==> config.mk <==
export PLATFORM = sky130hd
export DESIGN_NAME = hidden_layer_seq
export DESIGN_NICKNAME = d
export VERILOG_FILES = /design/src/rtl/hidden_layer_seq.sv
export SDC_FILE = /design/constraint.sdc
export NUM_CORES = 1
export LEC_CHECK = 0
export BUFFER_PORTS_ARGS = -buffer_cell sky130_fd_sc_hd__buf_2
export CORE_MARGIN = 3
export CORE_UTILIZATION = 62
export DETAILED_ROUTE_END_ITERATION = 10
export PLACE_DENSITY = 0.83
export SETUP_SLACK_MARGIN = 0.1
export SKIP_CTS_REPAIR_TIMING = 1
export SLEW_MARGIN = 20
export SYNTH_ARGS = -nofsm -noshare
export SYNTH_HDL_FRONTEND = slang
export SYNTH_SLANG_ARGS = --single-unit
==> constraint.sdc <==
create_clock -name clk -period 5.1 [get_ports clk]
set_input_delay 1.02 -clock clk [delete_from_list [all_inputs] [get_ports clk]]
set_output_delay 1.02 -clock clk [all_outputs]
set_load 0.02 [all_outputs]
==> src/rtl/hidden_layer_seq.sv <==
// Hidden-layer sequencer: per neuron loads the bias, runs a dot product over the
// weight/input memories, then writes one ReLU-scaled, saturated activation.
module hidden_layer_seq #(
    parameter int N_NEURONS  = 30,
    parameter int N_INPUTS   = 62,
    parameter int DW         = 8,
    parameter int ACC_W      = 24,
    parameter int BIAS_SHIFT = 0,
    parameter int OUT_SHIFT  = 0
) (
    input  logic                                   clk,
    input  logic                                   rst_n,
    input  logic                                   start,
    input  logic                                   stall,
    output logic                                   busy,
    output logic                                   done,
    output logic [$clog2(N_NEURONS)-1:0]           bias_idx,
    input  logic [DW-1:0]                          bias_data,
    output logic [$clog2(N_NEURONS*N_INPUTS)-1:0]  w_addr,
    input  logic [DW-1:0]                          w_data,
    output logic [$clog2(N_INPUTS)-1:0]            x_addr,
    input  logic [DW-1:0]                          x_data,
    output logic                                   out_valid,
    output logic [$clog2(N_NEURONS)-1:0]           out_idx,
    output logic [DW-1:0]                          out_data
);

    localparam int NW  = $clog2(N_NEURONS);
    localparam int WAW = $clog2(N_NEURONS*N_INPUTS);
    localparam int XW  = $clog2(N_INPUTS);
    localparam int PW  = 2*DW;

    localparam logic [NW-1:0]           LAST_N  = NW'(N_NEURONS-1);
    localparam logic [XW-1:0]           LAST_I  = XW'(N_INPUTS-1);
    localparam logic [DW-1:0]           OUT_MAX = {1'b0, {(DW-1){1'b1}}};
    localparam logic signed [ACC_W-1:0] SAT_MAX = ACC_W'((1 << (DW-1)) - 1);

    typedef enum logic [2:0] {IDLE, BIAS, MAC, WRITE, FIN} state_t;

    state_t                   state, state_nx;
    logic [NW-1:0]            neuron, neuron_nx;
    logic [XW-1:0]            idx, idx_nx;
    logic [WAW-1:0]           waddr, waddr_nx;
    logic signed [ACC_W-1:0]  acc, acc_nx;
    logic [DW-1:0]            hold_q, hold_nx;

    logic signed [PW-1:0]     prod;
    logic signed [ACC_W-1:0]  bias_ext;
    logic signed [ACC_W-1:0]  prod_ext;
    logic signed [ACC_W-1:0]  relu_v;
    logic signed [ACC_W-1:0]  shifted;
    logic [DW-1:0]            act;

    always_comb begin
        prod     = $signed(w_data) * $signed(x_data);
        prod_ext = ACC_W'(prod);
        bias_ext = ACC_W'($signed(bias_data)) <<< BIAS_SHIFT;
        relu_v   = acc[ACC_W-1] ? '0 : acc;
        shifted  = relu_v >>> OUT_SHIFT;
        act      = (shifted > SAT_MAX) ? OUT_MAX : shifted[DW-1:0];
    end

    always_ff @(posedge clk or negedge rst_n) begin
        if (!rst_n) begin
            state  <= IDLE;
            neuron <= '0;
            idx    <= '0;
            waddr  <= '0;
            acc    <= '0;
            hold_q <= '0;
        end else begin
            state  <= state_nx;
            neuron <= neuron_nx;
            idx    <= idx_nx;
            waddr  <= waddr_nx;
            acc    <= acc_nx;
            hold_q <= hold_nx;
        end
    end

    // Strobes are gated by stall so a frozen WRITE/FIN never emits them twice.
    always_comb begin
        state_nx  = state;
        neuron_nx = neuron;
        idx_nx    = idx;
        waddr_nx  = waddr;
        acc_nx    = acc;
        hold_nx   = hold_q;
        out_valid = 1'b0;
        done      = 1'b0;
        if (!stall) begin
            case (state)
                IDLE: begin
                    if (start) begin
                        state_nx  = BIAS;
                        neuron_nx = '0;
                        idx_nx    = '0;
                        waddr_nx  = '0;
                    end
                end
                BIAS: begin
                    acc_nx   = bias_ext;
                    state_nx = MAC;
                end
                MAC: begin
                    acc_nx   = acc + prod_ext;
                    waddr_nx = waddr + WAW'(1);
                    if (idx == LAST_I) begin
                        state_nx = WRITE;
                    end else begin
                        idx_nx = idx + XW'(1);
                    end
                end
                WRITE: begin
                    out_valid = 1'b1;
                    hold_nx   = act;
                    if (neuron == LAST_N) begin
                        state_nx = FIN;
                    end else begin
                        neuron_nx = neuron + NW'(1);
                        idx_nx    = '0;
                        state_nx  = BIAS;
                    end
                end
                FIN: begin
                    done     = 1'b1;
                    state_nx = IDLE;
                end
                default: state_nx = IDLE;
            endcase
        end
    end

    // During WRITE the activation comes straight from acc; afterwards the latched copy holds it.
    always_comb begin
        busy     = (state == BIAS) || (state == MAC) || (state == WRITE);
        bias_idx = neuron;
        out_idx  = neuron;
        x_addr   = idx;
        w_addr   = waddr;
        out_data = (state == WRITE) ? act : hold_q;
    end

endmodule

==> impl_metrics.tcl <==
set metrics [dict create \
    routed_wl_mm 18.0 \
    arrival_ns 5.46 \
    path_class "in2reg" \
    crit_start "w_data[7]" \
    mostFrequentLayoutCell "fa_1" \
    report.final.slew_viol_count 0 \
    finalSetupViolations 9 \
    rsz0062_at_grt "true" \
    grt_remaining_overflow 0 \
    outcome "complete, but fails checks" \
    antenna_found_initial 0 \
    worstPathRequired_ns 5.36 \
    drc 0 \
    synth_seq_cells 57 \
    grt_max_degree 58 \
    fin_crit_ns 5.21 \
    final_hold_viol_count 0 \
    h-tree-depth 3 \
    dieArea_sq_um 12400 \
    r2r_end "acc[19]$_DFFE_PN0P_" \
    fin_hold_ws_ns 0.514 \
    tightest_slew_ns 0.848 \
    synth_seq_area_share_pct 20.7 \
    grt_usage_pct 28.3 \
    n_antenna_cell 0 \
    yosysWarnings 0 \
    area_delta_synth_final_pct 27.2 \
    violations "negative setup slack" \
    ys_types 49 \
    worstRegToRegCells 16 \
    first_iter_violations 424 \
    wl_per_cell_um 17.7 \
    cts_tree "yes" \
    viasPerCell 5.69 \
    crit_path_end_kind "flop" \
    fin_ws_ns -0.106 \
    rows 37 \
    hold_path.class "reg2reg" \
    port_buffers 65 \
    cts-root-buf "clkbuf_8" \
    nets 1066 \
    route.vias.total 5780 \
    syn_avg_cell_area_sq_um 9.38 \
    cap_violations 0 \
    path_clk_slew_ns 0.06 \
    critPathMaxFanout 8 \
    syn_inst 735 \
    syn_nets 926 \
    fin_crit_sh_pct 102 \
    clk_latency_ns 0.33 \
    max_freq_mhz 192 \
    yosys_most_used_dff "dfrtp_1" \
    ff2ff_setup_slack_ns 0.44 \
    synth_edf_count 0 \
    die_y_um 111 \
    drive_gt1_share_pct 28.2 \
    relSlewSlack_pct 43.5 \
    place.gp.congestion 0.992 \
    fin_skew_ns 0.0117 \
    netlist_area_sq_um 6900 \
    die_w_um 111 \
    grt_pass1_wl_mm 28.9 \
    drtAntennaViolNets 0 \
    crit_path_end "acc[22]$_DFFE_PN0P_" \
    synthArstFlopShare_pct 100 \
    r2r_start "acc[6]$_DFFE_PN0P_" \
    critPathLaunchType "input pin" \
    firstDrtPassIters 5 \
    io_pins 66 \
    hpwl_mm 13.6 \
    grt_pass1_vias 6121 \
    cts_made_buffers 9 \
    cts_buffer_depth 2 \
    start_util_pct 65.3 \
    clock_sinks 57 \
    coreArea_sq_um 10600 \
    final_cell_mix "99 x fa_1, 93 x inv_1, 78 x buf_4, 67 x nor2_1, 62 x nand2_1" \
]
[synthesized netlist by cell type (all sizes together) (3+ instances only)]
library cell | number | area, sq um
a31oi | 14 | 93.8
and2 | 38 | 238
nand3 | 12 | 60.1
o211ai | 3 | 27.5
nand4 | 9 | 56.3
dfrtp | 57 | 1430
or2 | 3 | 18.8
a21o | 7 | 52.6
nand2 | 69 | 259
buf | 9 | 57.6
xnor2 | 14 | 123
nor2b | 3 | 18.8
nor4 | 4 | 25.0
mux2i | 4 | 40.0
inv | 102 | 383
nor3 | 6 | 35.0
nand2b | 11 | 68.8
fa | 104 | 2080
o21ai | 25 | 133
ha | 59 | 738
o21bai | 3 | 26.3
nor2 | 72 | 270
a21oi | 51 | 255
and3 | 4 | 25.0
xor2 | 21 | 184
clkbuf | 10 | 37.5
[routing by layer]
layer	wire length (um)	GRT usage, %	vias up
met1	7030	35.3	2903
met3	747	3.70	44
met4	485	10.3	0
met2	9720	50.7	175
met5	0	0	-
li1	-	-	2658
[how the worst min path moves through the flow]
stage	start	end	cells past startpoint
floorplan	hold_q[7]$_DFFE_PN0N_	hold_q[7]$_DFFE_PN0N_	1
global placement	hold_q[7]$_DFFE_PN0N_	hold_q[7]$_DFFE_PN0N_	1
detailed placement	hold_q[7]$_DFFE_PN0N_	hold_q[7]$_DFFE_PN0N_	1
CTS	hold_q[7]$_DFFE_PN0N_	hold_q[7]$_DFFE_PN0N_	1
global route	hold_q[7]$_DFFE_PN0N_	hold_q[7]$_DFFE_PN0N_	1
finish	hold_q[7]$_DFFE_PN0N_	hold_q[7]$_DFFE_PN0N_	1
[state kept, by name (all words and copies together) (netlist names)]
signal,flops
state,3
bias_idx,5
w_addr,11
hold_q,8
x_addr,6
acc,24
[through the flow]
| step | setup slack [ns] | utilization [%] | cell area [sq um] | cells | TNS [ns] |
|---|---|---|---|---|---|
| 2_1_floorplan | -0.151 | - | 7110 | 735 | -0.641 |
| 4_1_cts | -0.305 | 77.6 | 8190 | 995 | -1.56 |
| 6_report | -0.106 | 83.1 | 8770 | 1016 | -0.464 |
| 5_1_grt | -0.277 | 83.1 | 8770 | 1016 | -2.13 |
| 3_3_place_gp | -0.606 | 75.5 | 7970 | 979 | -5.26 |
| 3_5_place_dp | -0.632 | 75.5 | 7970 | 979 | -6.44 |
[kinds of logic (layout without fill, tap and decap cells)]
| logic type | Yosys count | in the layout | share of synthesized area (%) |
|---|---|---|---|
| mux | 5 | 5 | 0.744 |
| flops | 57 | 57 | 20.7 |
| fa+ha+maj | 163 | 163 | 40.9 |
| xor+xnor | 35 | 35 | 4.44 |
| buf+inv | 122 | 267 | 6.98 |
| simple gates | 238 | 238 | 16.4 |
| compound gates | 115 | 115 | 9.89 |
[cell type report]
class,count,area (sq um)
clock inverter,5,78.8
clock buffer,11,141
fill,598,1780
tap,136,170
sequential,57,1430
multi-input combinational,556,5510
inverter,103,398
timing repair buffer,148,1040
[worst max-delay path, cell delays in order]
cell and delay [ns]:
buf_12 0.09, and2_4 0.18, inv_2 0.05, fa_1 0.55, inv_2 0.04, fa_1 0.53
fa_1 0.44, fa_1 0.48, fa_1 0.52, ha_4 0.33, nand2_2 0.07, o211ai_1 0.21
o211ai_2 0.14, o21bai_2 0.23, a31oi_4 0.15, mux2_4 0.33, a21oi_2 0.10
Power is left out: the tool's default activity adds up to more than one toggle a clock period on the data nets, which glitch-free logic cannot reach.
